[config.mk]
export PLATFORM = sky130hd
export DESIGN_NAME = imem_port_arbiter_flat
export DESIGN_NICKNAME = d
export VERILOG_FILES = /design/src/rtl/imem_port_arbiter_if.sv /design/src/rtl/imem_port_arbiter.sv /design/src/flat_wrapper.sv
export SDC_FILE = /design/constraint.sdc
export NUM_CORES = 1
export LEC_CHECK = 0
export CAP_MARGIN = 10
export CORE_AREA = 2 2 81 83
export DETAILED_ROUTE_END_ITERATION = 10
export DIE_AREA = 0 0 83 85
export GPL_TIMING_DRIVEN = 0
export PLACE_DENSITY = 0.73
export SYNTH_ARGS = -nofsm -noshare
export SYNTH_HDL_FRONTEND = slang
export SYNTH_SLANG_ARGS = --single-unit
[constraint.sdc]
create_clock -name clk_i -period 2.75 [get_ports clk_i]
set_clock_uncertainty 0.2 [all_clocks]
set_input_delay 0.4125 -clock clk_i [delete_from_list [all_inputs] [get_ports clk_i]]
set_output_delay 0.4125 -clock clk_i [all_outputs]
set_load 0.01 [all_outputs]
[src/rtl/imem_port_arbiter_if.sv]
// Bundle of the fetch, loader and instruction-RAM signals around the imem port arbiter.
// The master side drives requests and RAM read data. The slave side is the arbiter.
interface imem_port_arbiter_if #(
  parameter int unsigned DEPTH = 32
);
  localparam int unsigned AW = $clog2(DEPTH);

  logic          if_req_i;
  logic [31:0]   if_addr_i;
  logic          if_gnt_o;
  logic          if_rvalid_o;
  logic [31:0]   if_instr_o;

  logic          ld_req_i;
  logic [31:0]   ld_addr_i;
  logic [31:0]   ld_data_i;
  logic          ld_gnt_o;

  logic          err_o;

  logic          mem_en_o;
  logic          mem_we_o;
  logic [AW-1:0] mem_addr_o;
  logic [31:0]   mem_wdata_o;
  logic [31:0]   mem_rdata_i;

  modport master (
    output if_req_i, if_addr_i, ld_req_i, ld_addr_i, ld_data_i, mem_rdata_i,
    input  if_gnt_o, if_rvalid_o, if_instr_o, ld_gnt_o, err_o,
           mem_en_o, mem_we_o, mem_addr_o, mem_wdata_o
  );

  modport slave (
    input  if_req_i, if_addr_i, ld_req_i, ld_addr_i, ld_data_i, mem_rdata_i,
    output if_gnt_o, if_rvalid_o, if_instr_o, ld_gnt_o, err_o,
           mem_en_o, mem_we_o, mem_addr_o, mem_wdata_o
  );
endinterface

[src/rtl/imem_port_arbiter.sv]
// Shares a single-port synchronous-read instruction RAM between IF fetch and the program loader.
// The loader has priority, with starvation relief for fetch. Reads return with 1-cycle latency.
module imem_port_arbiter #(
  parameter int unsigned DEPTH      = 32,
  parameter int unsigned STARVE_MAX = 4
) (
  input  logic                clk_i,
  input  logic                rst_i,
  imem_port_arbiter_if.slave  bus
);
  localparam int unsigned AW = $clog2(DEPTH);
  localparam int unsigned CW = 4;
  localparam logic [CW-1:0] STARVE_LIM = CW'(STARVE_MAX);

  logic [CW-1:0] r_starve_cnt;
  logic          r_rd_pend;
  logic          r_bad_rd;
  logic          r_err;

  logic [CW-1:0] w_starve_nxt;
  logic          w_if_gnt;
  logic          w_ld_gnt;
  logic          w_if_bad;
  logic          w_ld_bad;
  logic          w_bad;
  logic          w_gnt_any;
  logic [AW-1:0] w_word;

  // Misaligned, or beyond the end of the RAM.
  function automatic logic addr_bad(input logic [31:0] a);
    return (a[1:0] != 2'b00) || ((a >> 2) >= 32'(DEPTH));
  endfunction

  assign w_if_bad = addr_bad(bus.if_addr_i);
  assign w_ld_bad = addr_bad(bus.ld_addr_i);

  // Grants are forced low while reset is held.
  always_comb begin
    w_if_gnt = 1'b0;
    w_ld_gnt = 1'b0;
    if (rst_i) begin
      w_if_gnt = bus.if_req_i && (!bus.ld_req_i || (r_starve_cnt == STARVE_LIM));
      w_ld_gnt = bus.ld_req_i && !w_if_gnt;
    end
  end

  assign w_gnt_any = w_if_gnt | w_ld_gnt;
  assign w_bad     = w_ld_gnt ? w_ld_bad : w_if_bad;
  assign w_word    = w_ld_gnt ? bus.ld_addr_i[AW+1:2] : bus.if_addr_i[AW+1:2];

  assign bus.if_gnt_o    = w_if_gnt;
  assign bus.ld_gnt_o    = w_ld_gnt;
  assign bus.mem_en_o    = w_gnt_any & ~w_bad;
  assign bus.mem_we_o    = w_ld_gnt & ~w_ld_bad;
  assign bus.mem_addr_o  = (w_gnt_any & ~w_bad) ? w_word : '0;
  assign bus.mem_wdata_o = (w_ld_gnt & ~w_ld_bad) ? bus.ld_data_i : 32'h0;

  // Counts fetch cycles lost to the loader; resets once fetch is served or withdraws.
  always_comb begin
    w_starve_nxt = r_starve_cnt;
    if (!bus.if_req_i || w_if_gnt) begin
      w_starve_nxt = '0;
    end else if (w_ld_gnt && (r_starve_cnt != STARVE_LIM)) begin
      w_starve_nxt = r_starve_cnt + CW'(1);
    end
  end

  always_ff @(posedge clk_i or negedge rst_i) begin
    if (!rst_i) begin
      r_starve_cnt <= '0;
      r_rd_pend    <= 1'b0;
      r_bad_rd     <= 1'b0;
      r_err        <= 1'b0;
    end else begin
      r_starve_cnt <= w_starve_nxt;
      r_rd_pend    <= w_if_gnt & ~w_if_bad;
      r_bad_rd     <= w_if_gnt & w_if_bad;
      r_err        <= w_gnt_any & w_bad;
    end
  end

  // A bad fetch still completes, returning a NOP (all zeros).
  assign bus.if_rvalid_o = r_rd_pend | r_bad_rd;
  assign bus.if_instr_o  = r_rd_pend ? bus.mem_rdata_i : 32'h0;
  assign bus.err_o       = r_err;

endmodule
[src/flat_wrapper.sv]
// flat-port wrapper written by rule: the top's interface ports become plain ports
module imem_port_arbiter_flat 
#(
  parameter int unsigned DEPTH      = 32,
  parameter int unsigned STARVE_MAX = 4
)
  (clk_i, rst_i, bus_if_req_i, bus_if_addr_i, bus_ld_req_i, bus_ld_addr_i, bus_ld_data_i, bus_mem_rdata_i, bus_if_gnt_o, bus_if_rvalid_o, bus_if_instr_o, bus_ld_gnt_o, bus_err_o, bus_mem_en_o, bus_mem_we_o, bus_mem_addr_o, bus_mem_wdata_o);
  imem_port_arbiter_if #(.DEPTH(DEPTH)) bus_i ();
  input  logic clk_i;
  input  logic rst_i;
  input wire logic [$bits(bus_i.if_req_i)-1:0] bus_if_req_i;
  input wire logic [$bits(bus_i.if_addr_i)-1:0] bus_if_addr_i;
  input wire logic [$bits(bus_i.ld_req_i)-1:0] bus_ld_req_i;
  input wire logic [$bits(bus_i.ld_addr_i)-1:0] bus_ld_addr_i;
  input wire logic [$bits(bus_i.ld_data_i)-1:0] bus_ld_data_i;
  input wire logic [$bits(bus_i.mem_rdata_i)-1:0] bus_mem_rdata_i;
  output wire logic [$bits(bus_i.if_gnt_o)-1:0] bus_if_gnt_o;
  output wire logic [$bits(bus_i.if_rvalid_o)-1:0] bus_if_rvalid_o;
  output wire logic [$bits(bus_i.if_instr_o)-1:0] bus_if_instr_o;
  output wire logic [$bits(bus_i.ld_gnt_o)-1:0] bus_ld_gnt_o;
  output wire logic [$bits(bus_i.err_o)-1:0] bus_err_o;
  output wire logic [$bits(bus_i.mem_en_o)-1:0] bus_mem_en_o;
  output wire logic [$bits(bus_i.mem_we_o)-1:0] bus_mem_we_o;
  output wire logic [$bits(bus_i.mem_addr_o)-1:0] bus_mem_addr_o;
  output wire logic [$bits(bus_i.mem_wdata_o)-1:0] bus_mem_wdata_o;
  assign bus_i.if_req_i = bus_if_req_i;
  assign bus_i.if_addr_i = bus_if_addr_i;
  assign bus_i.ld_req_i = bus_ld_req_i;
  assign bus_i.ld_addr_i = bus_ld_addr_i;
  assign bus_i.ld_data_i = bus_ld_data_i;
  assign bus_i.mem_rdata_i = bus_mem_rdata_i;
  assign bus_if_gnt_o = bus_i.if_gnt_o;
  assign bus_if_rvalid_o = bus_i.if_rvalid_o;
  assign bus_if_instr_o = bus_i.if_instr_o;
  assign bus_ld_gnt_o = bus_i.ld_gnt_o;
  assign bus_err_o = bus_i.err_o;
  assign bus_mem_en_o = bus_i.mem_en_o;
  assign bus_mem_we_o = bus_i.mem_we_o;
  assign bus_mem_addr_o = bus_i.mem_addr_o;
  assign bus_mem_wdata_o = bus_i.mem_wdata_o;
  imem_port_arbiter #(.DEPTH(DEPTH), .STARVE_MAX(STARVE_MAX)) u_core (.clk_i(clk_i), .rst_i(rst_i), .bus(bus_i));
endmodule
# --- After elaboration in Yosys (flattened, before gate mapping) ---
# Cells that the tools add are included.
op_classes:
  add_sub_neg: 1
  n_mul: 0
  div: 0
  order_cmp: 2
  n_eq_ne: 2
  n_shift: 0
  mux: 9
  bitwise_logic: 10
  n_reduce_logical: 13
ops:
  columns: ["operator", "count"]
  rows:
  - ["$mux W32", 2]
  - ["$ge A30 B6 Y1 const B", 2]
  - ["$mux W5", 2]
  - ["$mux W4", 2]
  - ["$reduce_bool A2 Y1", 3]
  - ["$and A1 B1 Y1", 5]
  - ["$add A4 B1 Y4 const B", 1]
  - ["$eq A4 B3 Y1 const B", 1]
  - ["$logic_or A1 B1 Y1", 4]
  - ["$ne A4 B3 Y1 const B", 1]
  - ["$logic_and A1 B1 Y1", 3]
  - ["$logic_not A1 Y1", 3]
  - ["$mux W1", 3]
  - ["$not A1 Y1", 3]
  - ["$or A1 B1 Y1", 2]
totals:
  register_bits: 7
  latchBits: 0
  ram_bits: 0
  rom_bits: 0
  inputBits: 132
  output_inout_bits: 75
  elab_cells: 41
  memories: 0

# --- Longest topological paths before layout ---
# Gate-level depths: netlist of the first run.
logic_depth:
  depth_word: 10
  depth_mapped: 7
  depth_no_buf: 7

# --- Worst setup path before layout of the first run ---
# OpenSTA, ideal clock, no wires.
synth_path:
  path_type: "reg2out"
  from: "register u_core.r_starve_cnt[0]"
  to: "output bus_mem_wdata_o[22]"
  arrival_time_ns: 1.631
  required_ns: 2.138
  slack_ns: 0.506
  stages_incl_launch_ff: 8
  path_buffers: 1
  path_cell_list: "dfrtp_1 inv_1 ha_1 and3b_1 a21o_4 nor3_4 buf_6 and2_2"
synth_between:
  elab_chain_cells: 8
synth_lines:
  columns: ["item", "line", "rtl"]
  rows:
  - ["start, declared", "imem_port_arbiter.sv:15", "logic [CW-1:0] r_starve_cnt;"]
  - ["start signal, assigned", "imem_port_arbiter.sv:75", "r_starve_cnt <= w_starve_nxt;"]
  - ["$eq A4 B3 Y1", "imem_port_arbiter.sv:42", "w_if_gnt = bus.if_req_i && (!bus.ld_req_i || (r_starve_cnt == STARVE_LIM));"]
  - ["$logic_or A1 B1 Y1", "imem_port_arbiter.sv:42", null]
  - ["$logic_and A1 B1 Y1", "imem_port_arbiter.sv:42", null]
  - ["$logic_not A1 Y1", "imem_port_arbiter.sv:43", "w_ld_gnt = bus.ld_req_i && !w_if_gnt;"]
  - ["$logic_and A1 B1 Y1", "imem_port_arbiter.sv:43", null]
  - ["$mux W1", "imem_port_arbiter.sv:41", "if (rst_i) begin"]
  - ["$and A1 B1 Y1", null, null]
  - ["net bus_mem_we_o", "flat_wrapper.sv:23", "output wire logic [$bits(bus_i.mem_we_o)-1:0] bus_mem_we_o;"]
  - ["$mux W32", "imem_port_arbiter.sv:56", "assign bus.mem_wdata_o = (w_ld_gnt & ~w_ld_bad) ? bus.ld_data_i : 32'h0;"]
  - ["end, declared", "flat_wrapper.sv:25", "output wire logic [$bits(bus_i.mem_wdata_o)-1:0] bus_mem_wdata_o;"]
# The timed path passes the listed nets, and every way through them passes these cells.

# --- Final worst setup path of the first run ---
layout_path:
  from: "input bus_ld_addr_i[24]"
  to: "output bus_mem_wdata_o[13]"
layout_between:
  elab_chain_cells: 5
layout_lines:
  columns: ["item", "line", "rtl"]
  rows:
  - ["start, declared", "flat_wrapper.sv:14", "input wire logic [$bits(bus_i.ld_addr_i)-1:0] bus_ld_addr_i;"]
  - ["$ge A30 B6 Y1", "imem_port_arbiter.sv:31", "return (a[1:0] != 2'b00) || ((a >> 2) >= 32'(DEPTH));"]
  - ["$logic_or A1 B1 Y1", "imem_port_arbiter.sv:31", null]
  - ["$not A1 Y1", "imem_port_arbiter.sv:56", null]
  - ["$and A1 B1 Y1", "imem_port_arbiter.sv:56", null]
  - ["$mux W32", "imem_port_arbiter.sv:56", null]
# Every way passes these cells.

==> out/qor.yml, run 1 <==
worst_setup_path:
  start_kind: "primary input"
  arrival_ps: 2050
  cp_top_family: "simple AND/OR/NAND/NOR gates"
  path_buf_inv: 4
  cp-end-kind: "output port"
  slowest_delay_ps: 400
  critical_path.cell_chain: "clkdlybuf4s50_1 > nor4_1 > nand3_1 > nor3_4 > buf_6 > buf_6 > and2_4 > buf_2"
  critPathKind: "primary input to output port"
  worst-path-max-fanout: 5
  critical_path.most_common_cell: "buf_6"
  crit_required_ps: 2140
  cp_slowest_cell: "clkdlybuf4s50_1"
place:
  dp_slack_ps: -693
  place_area_um2: 3220
  port_buffers: 206
  dpl.hpwl_um: 5480
  gp_congestion: 0.797
timing:
  tightest_slew_ps: 311
  hold_viol: 0
  fin_crit_sh_pct: 96.8
  min_period_ps: 2660
  tns_ps: 0
  drv_slew: 0
  final-setup-viol-count: 0
  setup_ws_ps: 87.7
  max_freq_mhz: 376
  slew_headroom_pct: 79.2
logic_synthesis:
  async_flop_share_pct: 100
  synth.area.mux_share_pct: 1.06
  synth.most_common_cell: "and2_1"
  synth-adder-area-share_pct: 2.35
  yosysSeqAreaShare_pct: 16.5
  yosys_warnings: 0
  syn_inst: 147
  syn-cell-area_um2: 1060
  ys_ff_latch: 7
  yosys.area.top_type: "and2_1"
  synth_area_leaders: "and2_1, dfrtp_1, and2_2, nor4_1, nand3_1"
  synthSimpleGateAreaFrac_pct: 63.8
  syn_nets: 281
  netlist.area_leader.share_pct: 31.1
  synth-compound-area-share_pct: 9.52
  synth_cell_types: 32
  yosys.area_share.xor_xnor_pct: 0
  synth_commonest_cells: "and2_1, and2_2, nor4_1"
  avgSynthCellArea_um2: 7.24
  synth-edff-count: 0
  synth_flop_cell: "dfrtp_1"
  synth_top_family_by_area: "simple AND/OR/NAND/NOR gates"
route:
  via_per_inst: 4.29
  first_iter_violations: 34
  firstDrtPassIters: 4
  drt-total-wl_um: 6550
  antenna_left: 0
  wire_per_inst_um: 14.7
  vias: 1907
  drcViolationCount: 0
die:
  die_w_um: 83
  rows: 29
  start_util_pct: 17.2
  core-area_um2: 6200
  io_pins: 207
  die_area_um2: 7060
  die_y_um: 85
power:
  leakagePower_uw: 0.00145
  power_density_nw_per_um2: 145
  ir_drop_mv: 0.102
finish:
  nNetsFinal: 503
  drive_gt1_share_pct: 23.9
  syn2layout_area_growth_pct: 213
  antenna_cells: 0
  final_area_um2: 3340
  final_util_pct: 53.8
global_routing:
  antenna_found_initial: 0
  grt-ovfl-total: 0
  grt_max_degree: 16
  grt_util_all_layers_pct: 17.1
  grt_pass1_vias: 1891
  grt_pass1_wl_um: 9870
cts:
  cts_max_level: 1
  clock_latency_ps: 230
  numCtsBuffers: 3
  cts.sinks: 7
  cts-root-buf: "clkbuf_8"
  clk_pin_slew_ps: 40
  cts_tree: "built"
  cts_buffer_depth: 2
status:
  status: "completed"
flow_run:
  drv_cap: 0
min_path:
  hold_class: "primary input to register"
logic make-up after synthesis:
family          after synthesis
simple gates                110
compound gates               14
buf+inv                      13
flops                         7
fa+ha+maj                     2
mux                           1
tightest hold or removal path: stages:
cell,delay [ps]
clkbuf_2,140
nand4_1,110
a21oi_1,60
worst paths after layout:
kind                            slack (ps)                     end  depth (start not counted)                    from
worst min register to register         370  u_core.r_starve_cnt[1]                          2  u_core.r_starve_cnt[1]
worst max register to register         990        u_core.bus.err_o                          6  u_core.r_starve_cnt[0]
worst min-delay path                   350  u_core.r_starve_cnt[1]                          3                   rst_i
max in group asynchronous             1600  u_core.r_starve_cnt[0]                          2                   rst_i
worst max-delay path                    90     bus_mem_wdata_o[13]                          8       bus_ld_addr_i[24]
min in group asynchronous              520  u_core.r_starve_cnt[3]                          2                   rst_i
where the power goes:
group	leakage [µW]	total, µW	switching, µW	internal (µW)
combinational	0.00133	231	54.2	177
sequential	0.0000951	107	1.08	106
clock	0.0000228	145	44.6	100
total	0.00145	484	99.9	384
layer usage:
metal / global-route usage, % / vias to the layer above / share of wire [%]
li1: - / 945 / -
met1: 19.3 / 854 / 37
met2: 33.1 / 97 / 55
met3: 2.63 / 11 / 5.5
met4: 5.07 / 0 / 1.8
met5: 0 / - / 0
metrics by stage:
stage	hold WS (ps)	instances	power, µW
after global placement	380	430	328
after CTS	62.3	440	478
after detailed placement	391	430	331
final	347	445	484
after global routing	364	445	509
after floorplan	-83.1	147	131
final cells by class:
type	count	area, µm²
plain buffers	6	41.3
multi-input cells	127	898
fillers	590	2870
clock buffers	4	45.0
inverters	6	26.3
flip-flops and latches	7	175
well taps	77	96.3
repair buffers	218	2050
state kept, by name, indices dropped and copies added, names as in the netlist:
register / count
u_core.r_starve_cnt: 4
u_core.bus.err_o: 1
u_core.r_rd_pend: 1
u_core.r_bad_rd: 1
repair_timing:
item | 4_1_cts | 5_1_grt
setup buffers | 4 | 3
gates resized for setup | 170 | 35
setup endpoints to repair | 41 | 41
pin swaps | 10 | 11
hold endpoints to repair | 0 | 7
hold buffers | 0 | 1
cloned | 2 | 2
layout by cell type, fill, tap and decap left out, types with 5 or more instances in the layout:
| cell | count |
|---|---|
| dfrtp_1 | 7 |
| and2_2 | 7 |
| dlygate4sd2_1 | 7 |
| buf_2 | 26 |
| nand2_1 | 8 |
| buf_6 | 18 |
| nor4_2 | 8 |
| nand3_1 | 8 |
| and2_4 | 11 |
| clkdlybuf4s50_1 | 156 |
| o22ai_1 | 5 |
| and2_1 | 47 |
| buf_4 | 5 |
(Power assumes the default switching activity.)
==> run 2, diff against run 1 <==
SLEW_MARGIN = 10   (was default)
==> results of run 2 <==
Same layout as run 1: the final DEF is identical, and so are final timing and power.
